`config.mk`:
```
export PLATFORM = sky130hd
export DESIGN_NAME = part2
export DESIGN_NICKNAME = d
export VERILOG_FILES = /design/src/rtl/part2.sv
export SDC_FILE = /design/constraint.sdc
export NUM_CORES = 1
export LEC_CHECK = 0
export BUFFER_PORTS_ARGS = -buffer_cell sky130_fd_sc_hd__buf_2
export CAP_MARGIN = 0
export CELL_PAD_IN_SITES_DETAIL_PLACEMENT = 0
export CELL_PAD_IN_SITES_GLOBAL_PLACEMENT = 1
export CORE_AREA = 2 2 39 41
export CTS_CLUSTER_DIAMETER = 40
export DETAILED_ROUTE_END_ITERATION = 12
export DIE_AREA = 0 0 41 43
export PLACE_DENSITY = 0.77
export SYNTH_ARGS = -nofsm -noshare
export SYNTH_HDL_FRONTEND = slang
export SYNTH_SLANG_ARGS = --single-unit
```
`constraint.sdc`:
```
create_clock -name clk -period 0.8 [get_ports clk]
set_input_delay 0.04 -clock clk [delete_from_list [all_inputs] [get_ports clk]]
set_output_delay 0.04 -clock clk [all_outputs]
set_load 0.01 [all_outputs]
```
`src/rtl/part2.sv`:
```
// Registered ripple-carry adder: WIDTH full-adder cells chained LSB to MSB,
// with sum, carry-out and two's-complement overflow captured in output registers.

module part2_fa (
  input  logic i_a,
  input  logic i_b,
  input  logic i_c,
  output logic o_s,
  output logic o_c
);
  logic w_p;

  assign w_p = i_a ^ i_b;
  assign o_s = w_p ^ i_c;
  assign o_c = (i_a & i_b) | (i_c & w_p);
endmodule

module part2 #(
  parameter int WIDTH = 4
) (
  input  logic             clk,
  input  logic             rst,
  input  logic             in_valid,
  input  logic [WIDTH-1:0] a,
  input  logic [WIDTH-1:0] b,
  input  logic             cin,
  output logic [WIDTH-1:0] s,
  output logic             cout,
  output logic             ovf,
  output logic             out_valid
);
  logic [WIDTH:0]   w_carry;
  logic [WIDTH-1:0] w_sum;

  logic [WIDTH-1:0] r_s;
  logic             r_cout;
  logic             r_ovf;
  logic             r_out_valid;

  assign w_carry[0] = cin;

  for (genvar i = 0; i < WIDTH; i++) begin : g_cell
    part2_fa u_fa (
      .i_a (a[i]),
      .i_b (b[i]),
      .i_c (w_carry[i]),
      .o_s (w_sum[i]),
      .o_c (w_carry[i+1])
    );
  end

  // Result registers hold their value on idle cycles; only out_valid drops.
  always_ff @(posedge clk or posedge rst) begin
    if (rst) begin
      r_s         <= '0;
      r_cout      <= 1'b0;
      r_ovf       <= 1'b0;
      r_out_valid <= 1'b0;
    end else begin
      r_out_valid <= in_valid;
      if (in_valid) begin
        r_s    <= w_sum;
        r_cout <= w_carry[WIDTH];
        r_ovf  <= w_carry[WIDTH-1] ^ w_carry[WIDTH];
      end
    end
  end

  assign s         = r_s;
  assign cout      = r_cout;
  assign ovf       = r_ovf;
  assign out_valid = r_out_valid;
endmodule

```
Yosys cells after proc, flatten, opt, wreduce, memory -nomap -nowiden
Cells that the tools add are included.

Word-level logic and storage cells: 25. Output and inout bits: 7. Register bits after elaboration: 7. Input bits: 12.

Bitwise logic cells: 21.

Operators by type and width (count): XOR 1 bit (9); AND 1 bit (8); bitwise OR 1 bit (4).

Longest topological paths before layout
Gate-level depths: netlist of the first run.

Depth in word-level cells: 10. Mapped depth: 9. Mapped depth without buffers: 9.

Hierarchy
A second synthesis of the first run with hierarchy kept.

Cell total of the unflattened synthesis: 21. Area, all modules: 362.8 um2.

Modules (own cells, without submodules): part2 (cells an instance 17, sequential area each 175.2 um2, instances 1, area each 282.8 um2); part2_fa (cells an instance 1, sequential area each 0.0 um2, instances 4, area each 20.0 um2).

Worst setup path after synthesis of the first run
Ideal clock, no wire load.

Kind: in2reg. Start point: in a[0]. End point: reg r_ovf, in the netlist ovf. Path slack: -0.969 ns. Buffers on the path: 0. Required time: 0.675 ns. Cell stages on the path: 9. Setup time: 0.125 ns. Arrival: 1.644 ns. Cells stage by stage: fa_1 > inv_1 > fa_1 > inv_1 > fa_1 > inv_1 > fa_1 > xnor2_1 > mux2_4.

Word-level cells in the longest chain between the ends: 10. Elaborated cells between the ends (all ways): 11. Classes of those cells: 11 x bitwise.

Ends and longest elaborated chain: from (decl) (line 24) `input logic [WIDTH-1:0] a,`; XOR 1 bit (line 13) `assign w_p = i_a ^ i_b;`; AND 1 bit (line 15) `assign o_c = (i_a & i_b) | (i_c & w_p);`; bitwise OR 1 bit * (line 15); AND 1 bit * (line 15); bitwise OR 1 bit * (line 15); AND 1 bit * (line 15); bitwise OR 1 bit * (line 15); AND 1 bit (line 15); bitwise OR 1 bit (line 15); XOR 1 bit * (line 64) `r_ovf <= w_carry[WIDTH-1] ^ w_carry[WIDTH];`; to (signal assigned) (line 64); to (decl) (line 37) `logic r_ovf;`.

Every way passes the cells marked *; elsewhere a longest branch is shown, timed or not. A chain may end at the register's enable or synchronous reset.

Final worst setup path of the first run
Ends and elaborated chain as after synthesis.

==> results of run 1 <==
-- sequential cells by signal, summed over array words and instances, names as in the netlist --
signal and flops:
s 4, cout 1, out_valid 1, ovf 1
-- routing by layer --
metal  wire (um)  vias to the layer above  share of wire, %  track usage (%)
met4          14                        0               2.1             10.0
met1         225                      133                33             9.36
met5           0                        -                 0                0
met3          74                        2                11             6.28
li1            -                      140                 -                -
met2         363                       10                54             15.3
-- synth_stat cells, drive strengths merged --
cell type  n
inv        8
nor2       3
buf        1
fa         4
a21oi      3
mux2       3
xnor2      1
dfrtp      7
-- power breakdown --
part	internal (uW)	switching, uW
Sequential	415	27.3
Combinational	209	147
Clock	190	132
Total	815	306
-- how the worst max path moves through the flow --
stage | from | to | slack (ns) | cells past startpoint
floorplan | a[0] | ovf$_DFFE_PP0P_ | -0.89 | 9
global route | cin | ovf$_DFFE_PP0P_ | -0.84 | 10
CTS | a[0] | s[3]$_DFFE_PP0P_ | -0.78 | 9
detailed placement | a[0] | s[3]$_DFFE_PP0P_ | -1.06 | 9
finish | a[0] | ovf$_DFFE_PP0P_ | -0.76 | 10
global placement | a[0] | s[3]$_DFFE_PP0P_ | -1.05 | 9
-- area by class of cell --
type / count / area (um^2) / area share (%)
clock buffers: 4 / 26.3 / 4.51
inverters: 8 / 30.0 / 5.15
multi-input cells: 14 / 178 / 30.5
flip-flops and latches: 7 / 175 / 30.0
well taps: 16 / 20.0 / 3.43
repair buffers: 24 / 154 / 26.4
-- cell families after synthesis --
kind of cell	share of synthesized area (%)
AO/OA/AOI/OAI	3.99
XOR/XNOR	2.33
adder cells (fa/ha/maj)	21.3
buffers and inverters	11.0
flip-flops	46.5
multiplexers	12.0
AND/OR/NAND/NOR	2.99
-- through the flow --
stage | TNS, ns | utilization (%) | setup slack, ns | instance area (um^2)
after global placement | -4.33 | 36.2 | -1.05 | 500
after detailed placement | -4.41 | 36.2 | -1.06 | 500
after CTS | -2.85 | 40.5 | -0.777 | 561
after global routing | -3.32 | 42.1 | -0.837 | 583
after floorplan | -3.36 | - | -0.892 | 387
final | -2.82 | 42.1 | -0.758 | 583
-- what timing repair did --
action / in CTS / in global routing
pin swaps: 0 / 1
setup endpoints to repair: 11 / 12
setup buffers: 1 / 2
hold buffers: 1 / 0
gates resized for setup: 3 / 2
endpoints found under the hold margin: 7 / 0
cloned: 0 / 0
==> reports/summary.txt, run 1 <==
GLOBAL ROUTING
----------------------------------------------------------------------------------------------------
Largest net degree at the start of global routing                                                 11
Global routing usage summed across all routing layers                                          10.6%
Number of global-route vias before repair                                                        306
Total overflow reported by the global router                                                       0
First-pass GRT wire length                                                                   1140 um
Initial antenna violation count                                                                    0

WORST SETUP PATH
----------------------------------------------------------------------------------------------------
Startpoint type of the worst setup path                                                    input pin
FF-to-FF setup slack                                                                         0.05 ns
Delay of the slowest cell on the worst path                                                  0.37 ns
Highest-delay cell along the critical path                                                      fa_2
Required arrival time at the worst endpoint                                                  0.94 ns
Most prevalent standard cell on the critical path                                               fa_2
Worst setup path class                                                                  input pin to register
Buffers and inverters on the worst path                                                            4
Arrival time at the worst endpoint                                                           1.70 ns
Worst r2r src                                                                           ovf$_DFFE_PP0P_
Type of destination of the critical path                                                    register
Top delay family on crit path                                                            adder cells
Crit-path max FO                                                                                   2
Ordered cell list for the critical path                                                 buf_6 > fa_2 > inv_2 > fa_2 > inv_2 > fa_2 > inv_2 > fa_2 > xnor2_1 > mux2_4
Cells on worst reg2reg path                                                                        1
Worst r2r dst                                                                           ovf$_DFFE_PP0P_

ROUTING
----------------------------------------------------------------------------------------------------
Antenna Nets Post-Route                                                                            0
Avg WL per Cell                                                                              9.27 um
Via count                                                                                        285
Iteration count of the initial detailed-routing pass                                               1
Iter 0 DRT Violations                                                                              0
Total wire length                                                                             677 um
Number of design rule violations left after detail routing                                         0
Vias per std cell                                                                               3.90

FINISH
----------------------------------------------------------------------------------------------------
Most common library cell in the layout ignoring fill and taps                                  buf_2
Layout Cells excl Fill                                                                            73
Layout overhead on the synthesized area                                                        54.8%
# fillers                                                                                        137
Top library cells by usage in the layout, fill and taps aside                           buf_2, dfrtp_1, inv_1
Antenna diodes                                                                                     0
Final net count                                                                                   74
Fraction of layout cells with a size suffix above 1                                            66.7%

CLOCK TREE
----------------------------------------------------------------------------------------------------
Maximum buffer depth of the clock tree                                                             2
CTS H-Tree Depth                                                                                   1
Number of clock buffers inserted by TritonCTS                                                      3
Sinks on the clock net                                                                             7
Clock tree from TritonCTS                                                                       done
Clock-pin slew reported for the worst setup and hold paths after clock tree synthesis        0.05 ns
CTS root buffer                                                                             clkbuf_4
Clock latency on the worst-skew pair                                                         0.25 ns

PLACE
----------------------------------------------------------------------------------------------------
Count of placed standard cells including taps                                                     65
Final Wtd Congestion                                                                           0.663
Buffers added on ports                                                                            18

LOGIC SYNTHESIS
----------------------------------------------------------------------------------------------------
Area of the mapped netlist                                                                  377 um^2
Cells after synthesis                                                                             30
Cell variety after synth                                                                           8
Post-synthesis average cell area                                                           12.6 um^2
Synthesized net count                                                                             46
Top cell type by total area after synthesis                                                  dfrtp_1
Number of flip-flops and latches in the synthesized netlist                                        7
Fraction of the yosys area taken by sequential cells                                           46.5%
Synthesis Warnings                                                                                 0
Cell types occupying the most area after synthesis                                      dfrtp_1, fa_1, mux2_4
Top cell type's share of synthesized area                                                      46.5%

DIE
----------------------------------------------------------------------------------------------------
Core Footprint                                                                             1380 um^2
Y dimension of the die                                                                         43 um
Initial cell density of the core                                                               27.2%
Horizontal extent of the die                                                                   41 um
Die area                                                                                   1760 um^2
Placement row count                                                                               14
Number of placed I/O pins                                                                         19

RUN
----------------------------------------------------------------------------------------------------
Max_cap viols                                                                                      0

MIN PATH
----------------------------------------------------------------------------------------------------
Worst hold-check path type                                                              input pin to register
Hold Path Cell Cnt                                                                                 1
WHS Endpoint                                                                            out_valid$_DFF_PP0_
Hold path start                                                                             in_valid

STA
----------------------------------------------------------------------------------------------------
WHS                                                                                        0.0377 ns
Clock Skews                                                                                     0 ns
Final cycle utilization of the critical path                                                    195%
Final critical path time including I/O delays and setup                                      1.56 ns
Total count of max-transition violations in the final report                                       0
Count of final setup violators                                                                     8
Setup repair after global routing missed its margin                                             true
Maximum clock frequency                                                                      642 MHz
Headroom to the max-slew limit                                                                 82.4%
Worst Setup Slack, final                                                                   -0.758 ns
Final hold violation count                                                                         0
Worst Tran Pin Value                                                                        0.263 ns

POWER
----------------------------------------------------------------------------------------------------
Peak ir drop on the vdd network                                                           0.000657 V
Tot Pwr                                                                                      1120 uW
Cell leakage power                                                                       0.000301 uW
Power per cell area                                                                     1920 nW/um^2

OUTCOME
----------------------------------------------------------------------------------------------------
Outcome                                                                                 complete, but fails checks
Failing checks                                                                          setup timing

No activity file was read; power rests on OpenSTA's default activity.
==> run 2: changes to the inputs <==
==> constraint.sdc (replaced) <==
create_clock -name clk -period 0.8 [get_ports clk]
set_input_delay 0.04 -clock clk [delete_from_list [all_inputs] [get_ports clk]]
set_output_delay 0.04 -clock clk [all_outputs]
set_load 0.1 [all_outputs]
==> reports/summary.txt, run 2 (synthesized netlist as in run 1, its figures left out) <==
RUN
----------------------------------------------------------------------------------------------------
Max_cap viols                                                                                      0   unchanged

STA
----------------------------------------------------------------------------------------------------
Final critical path time including I/O delays and setup                                      1.56 ns   +0.00249 ns
WHS                                                                                        0.0391 ns   +0.00137 ns
Total count of max-transition violations in the final report                                       0   unchanged
Setup repair after global routing missed its margin                                             true
Final cycle utilization of the critical path                                                    195%   +0.31 points
Maximum clock frequency                                                                      641 MHz   -0.16%
Worst Setup Slack, final                                                                   -0.760 ns   -0.00249 ns
Headroom to the max-slew limit                                                                 82.9%   +0.49 points
Count of final setup violators                                                                    13   +5
Worst Tran Pin Value                                                                        0.256 ns   -0.00730 ns
Final hold violation count                                                                         0   unchanged
Clock Skews                                                                                     0 ns   unchanged

FINISH
----------------------------------------------------------------------------------------------------
Post-route design area                                                                      717 um^2   +23%
Largest register FFs                                                                               4   unchanged
Antenna diodes                                                                                     0   unchanged
Fraction of layout cells with a size suffix above 1                                            79.3%   +13 points
Layout overhead on the synthesized area                                                        90.4%
Top library cells by usage in the layout, fill and taps aside                           buf_2, buf_12, inv_1, dfrtp_2, buf_6
Most common library cell in the layout ignoring fill and taps                                  buf_2
Layout Cells excl Fill                                                                            74   +1.4%
Final net count                                                                                   75   +1.4%
# fillers                                                                                        124   -9.5%

PLACE
----------------------------------------------------------------------------------------------------
Dpl hpwl                                                                                      567 um
Placed cell areas                                                                           638 um^2   +27%
Buffers added on ports                                                                            18   unchanged
Final Wtd Congestion                                                                           0.673   +1.4%
Count of placed standard cells including taps                                                     68   +4.6%

ROUTING
----------------------------------------------------------------------------------------------------
Vias per std cell                                                                               4.05   +3.8%
Antenna Nets Post-Route                                                                            0   unchanged
Iteration count of the initial detailed-routing pass                                               3   +2
Iter 0 DRT Violations                                                                              1   +1
Avg WL per Cell                                                                              9.54 um   +2.9%
Total wire length                                                                             706 um   +4.3%
Via count                                                                                        300   +5.3%
Number of design rule violations left after detail routing                                         0   unchanged

WORST SETUP PATH
----------------------------------------------------------------------------------------------------
Most prevalent standard cell on the critical path                                               fa_2
Ordered cell list for the critical path                                                 buf_6 > fa_2 > inv_2 > fa_2 > inv_2 > fa_2 > inv_2 > fa_2 > xnor2_1 > mux2_4
Startpoint type of the worst setup path                                                    input pin
Worst r2r src                                                                           s[0]$_DFFE_PP0P_
Required arrival time at the worst endpoint                                                  0.93 ns   about the same
Arrival time at the worst endpoint                                                           1.69 ns   about the same
Worst r2r dst                                                                           s[0]$_DFFE_PP0P_
Cells on worst reg2reg path                                                                        1   unchanged
Crit-path max FO                                                                                   2   unchanged
Type of destination of the critical path                                                    register
Highest-delay cell along the critical path                                                      fa_2
FF-to-FF setup slack                                                                        -0.05 ns   -0.10 ns
Worst setup path class                                                                  input pin to register
Delay of the slowest cell on the worst path                                                  0.37 ns   about the same

MIN PATH
----------------------------------------------------------------------------------------------------
Hold path start                                                                             in_valid
Worst hold-check path type                                                              input pin to register
WHS Endpoint                                                                            out_valid$_DFF_PP0_
Hold Path Cell Cnt                                                                                 1   unchanged

POWER
----------------------------------------------------------------------------------------------------
Peak ir drop on the vdd network                                                            0.00107 V   +63%
Cell leakage power                                                                       0.000344 uW   +14%
Power per cell area                                                                     2580 nW/um^2   +34%

DIE
----------------------------------------------------------------------------------------------------
Die area                                                                                   1760 um^2   unchanged
Initial cell density of the core                                                               27.2%   unchanged
Number of placed I/O pins                                                                         19   unchanged
Placement row count                                                                               14   unchanged
Core Footprint                                                                             1380 um^2   unchanged
Y dimension of the die                                                                         43 um   unchanged
Horizontal extent of the die                                                                   41 um   unchanged

CLOCK TREE
----------------------------------------------------------------------------------------------------
CTS root buffer                                                                             clkbuf_4
Sinks on the clock net                                                                             7   unchanged
Maximum buffer depth of the clock tree                                                             2   unchanged
Number of clock buffers inserted by TritonCTS                                                      3   unchanged
Clock tree from TritonCTS                                                                       done
Clock-pin slew reported for the worst setup and hold paths after clock tree synthesis        0.05 ns   about the same
CTS H-Tree Depth                                                                                   1   unchanged
Clock latency on the worst-skew pair                                                         0.25 ns   about the same

GLOBAL ROUTING
----------------------------------------------------------------------------------------------------
First-pass GRT wire length                                                                   1270 um   +12%
Largest net degree at the start of global routing                                                 11   unchanged
Initial antenna violation count                                                                    0   unchanged
Total overflow reported by the global router                                                       0   unchanged
Global routing usage summed across all routing layers                                          11.0%   +0.45 points
Number of global-route vias before repair                                                        349   +14%

OUTCOME
----------------------------------------------------------------------------------------------------
Failing checks                                                                          setup timing
Outcome                                                                                 complete, but fails checks

run 2: changes by cell type in the layout (fill, tap and decap cells not counted):
cell,previous run,this run
a21oi_1,1,0
a21oi_2,2,3
buf_12,0,7
buf_2,16,9
buf_4,4,3
buf_6,3,5
dfrtp_1,7,1
dfrtp_2,0,5
dfrtp_4,0,1
run 2: worst max-delay path by stage:
stage               start          endpoint  slack (ns)  depth (start not counted)
detailed placement   a[0]   ovf$_DFFE_PP0P_       -1.08                         10
floorplan            a[0]  s[3]$_DFFE_PP0P_       -0.89                          8
CTS                  a[0]  s[3]$_DFFE_PP0P_       -0.78                          9
global placement     a[0]   ovf$_DFFE_PP0P_       -1.05                         10
finish               a[0]   ovf$_DFFE_PP0P_       -0.76                         10
global route         a[0]   ovf$_DFFE_PP0P_       -0.82                         10
run 2: cell type report:
cell class / instances / area (um^2) / share of cell area [%]
timing repair buffer: 25 / 274 / 38.2
multi-input combinational: 14 / 181 / 25.3
tap: 16 / 20.0 / 2.79
sequential: 7 / 185 / 25.8
inverter: 8 / 30.0 / 4.19
clock buffer: 4 / 26.3 / 3.66
run 2: layer usage:
metal	up-vias	GRT usage (%)	share of wire (%)
met5	-	0	0
met4	0	10.0	2.0
met3	2	2.09	6.4
met2	12	16.3	56
met1	143	12.5	35
li1	143	-	-
run 2: metrics by stage:
step | setup slack, ns | utilization (%) | power (uW) | setup TNS, ns
floorplan | -0.893 | - | 1060 | -3.70
global placement | -1.05 | 46.1 | 1470 | -4.35
detailed placement | -1.08 | 46.1 | 1480 | -4.49
CTS | -0.784 | 51.4 | 1860 | -3.91
global route | -0.819 | 51.8 | 1930 | -4.16
finish | -0.760 | 51.8 | 1850 | -3.77
run 2: what timing repair did:
action,CTS,global route
hold endpoints to repair,7,0
setup endpoints to repair,13,13
gates resized for setup,8,1
pin swaps,0,2
hold buffers,1,0
setup buffers,1,0
run 2: worst max-delay path, delay by kind of cell:
family	cells	cell delay, ns
fa+ha+maj	4	1.09
xor+xnor	1	0.06
buf+inv	4	0.24
mux	1	0.25
run 2: power breakdown:
group,leakage (uW),switching [uW],internal (uW)
clock network,0.0000150,129,190
logic,0.000254,601,443
registers,0.0000745,56.0,430
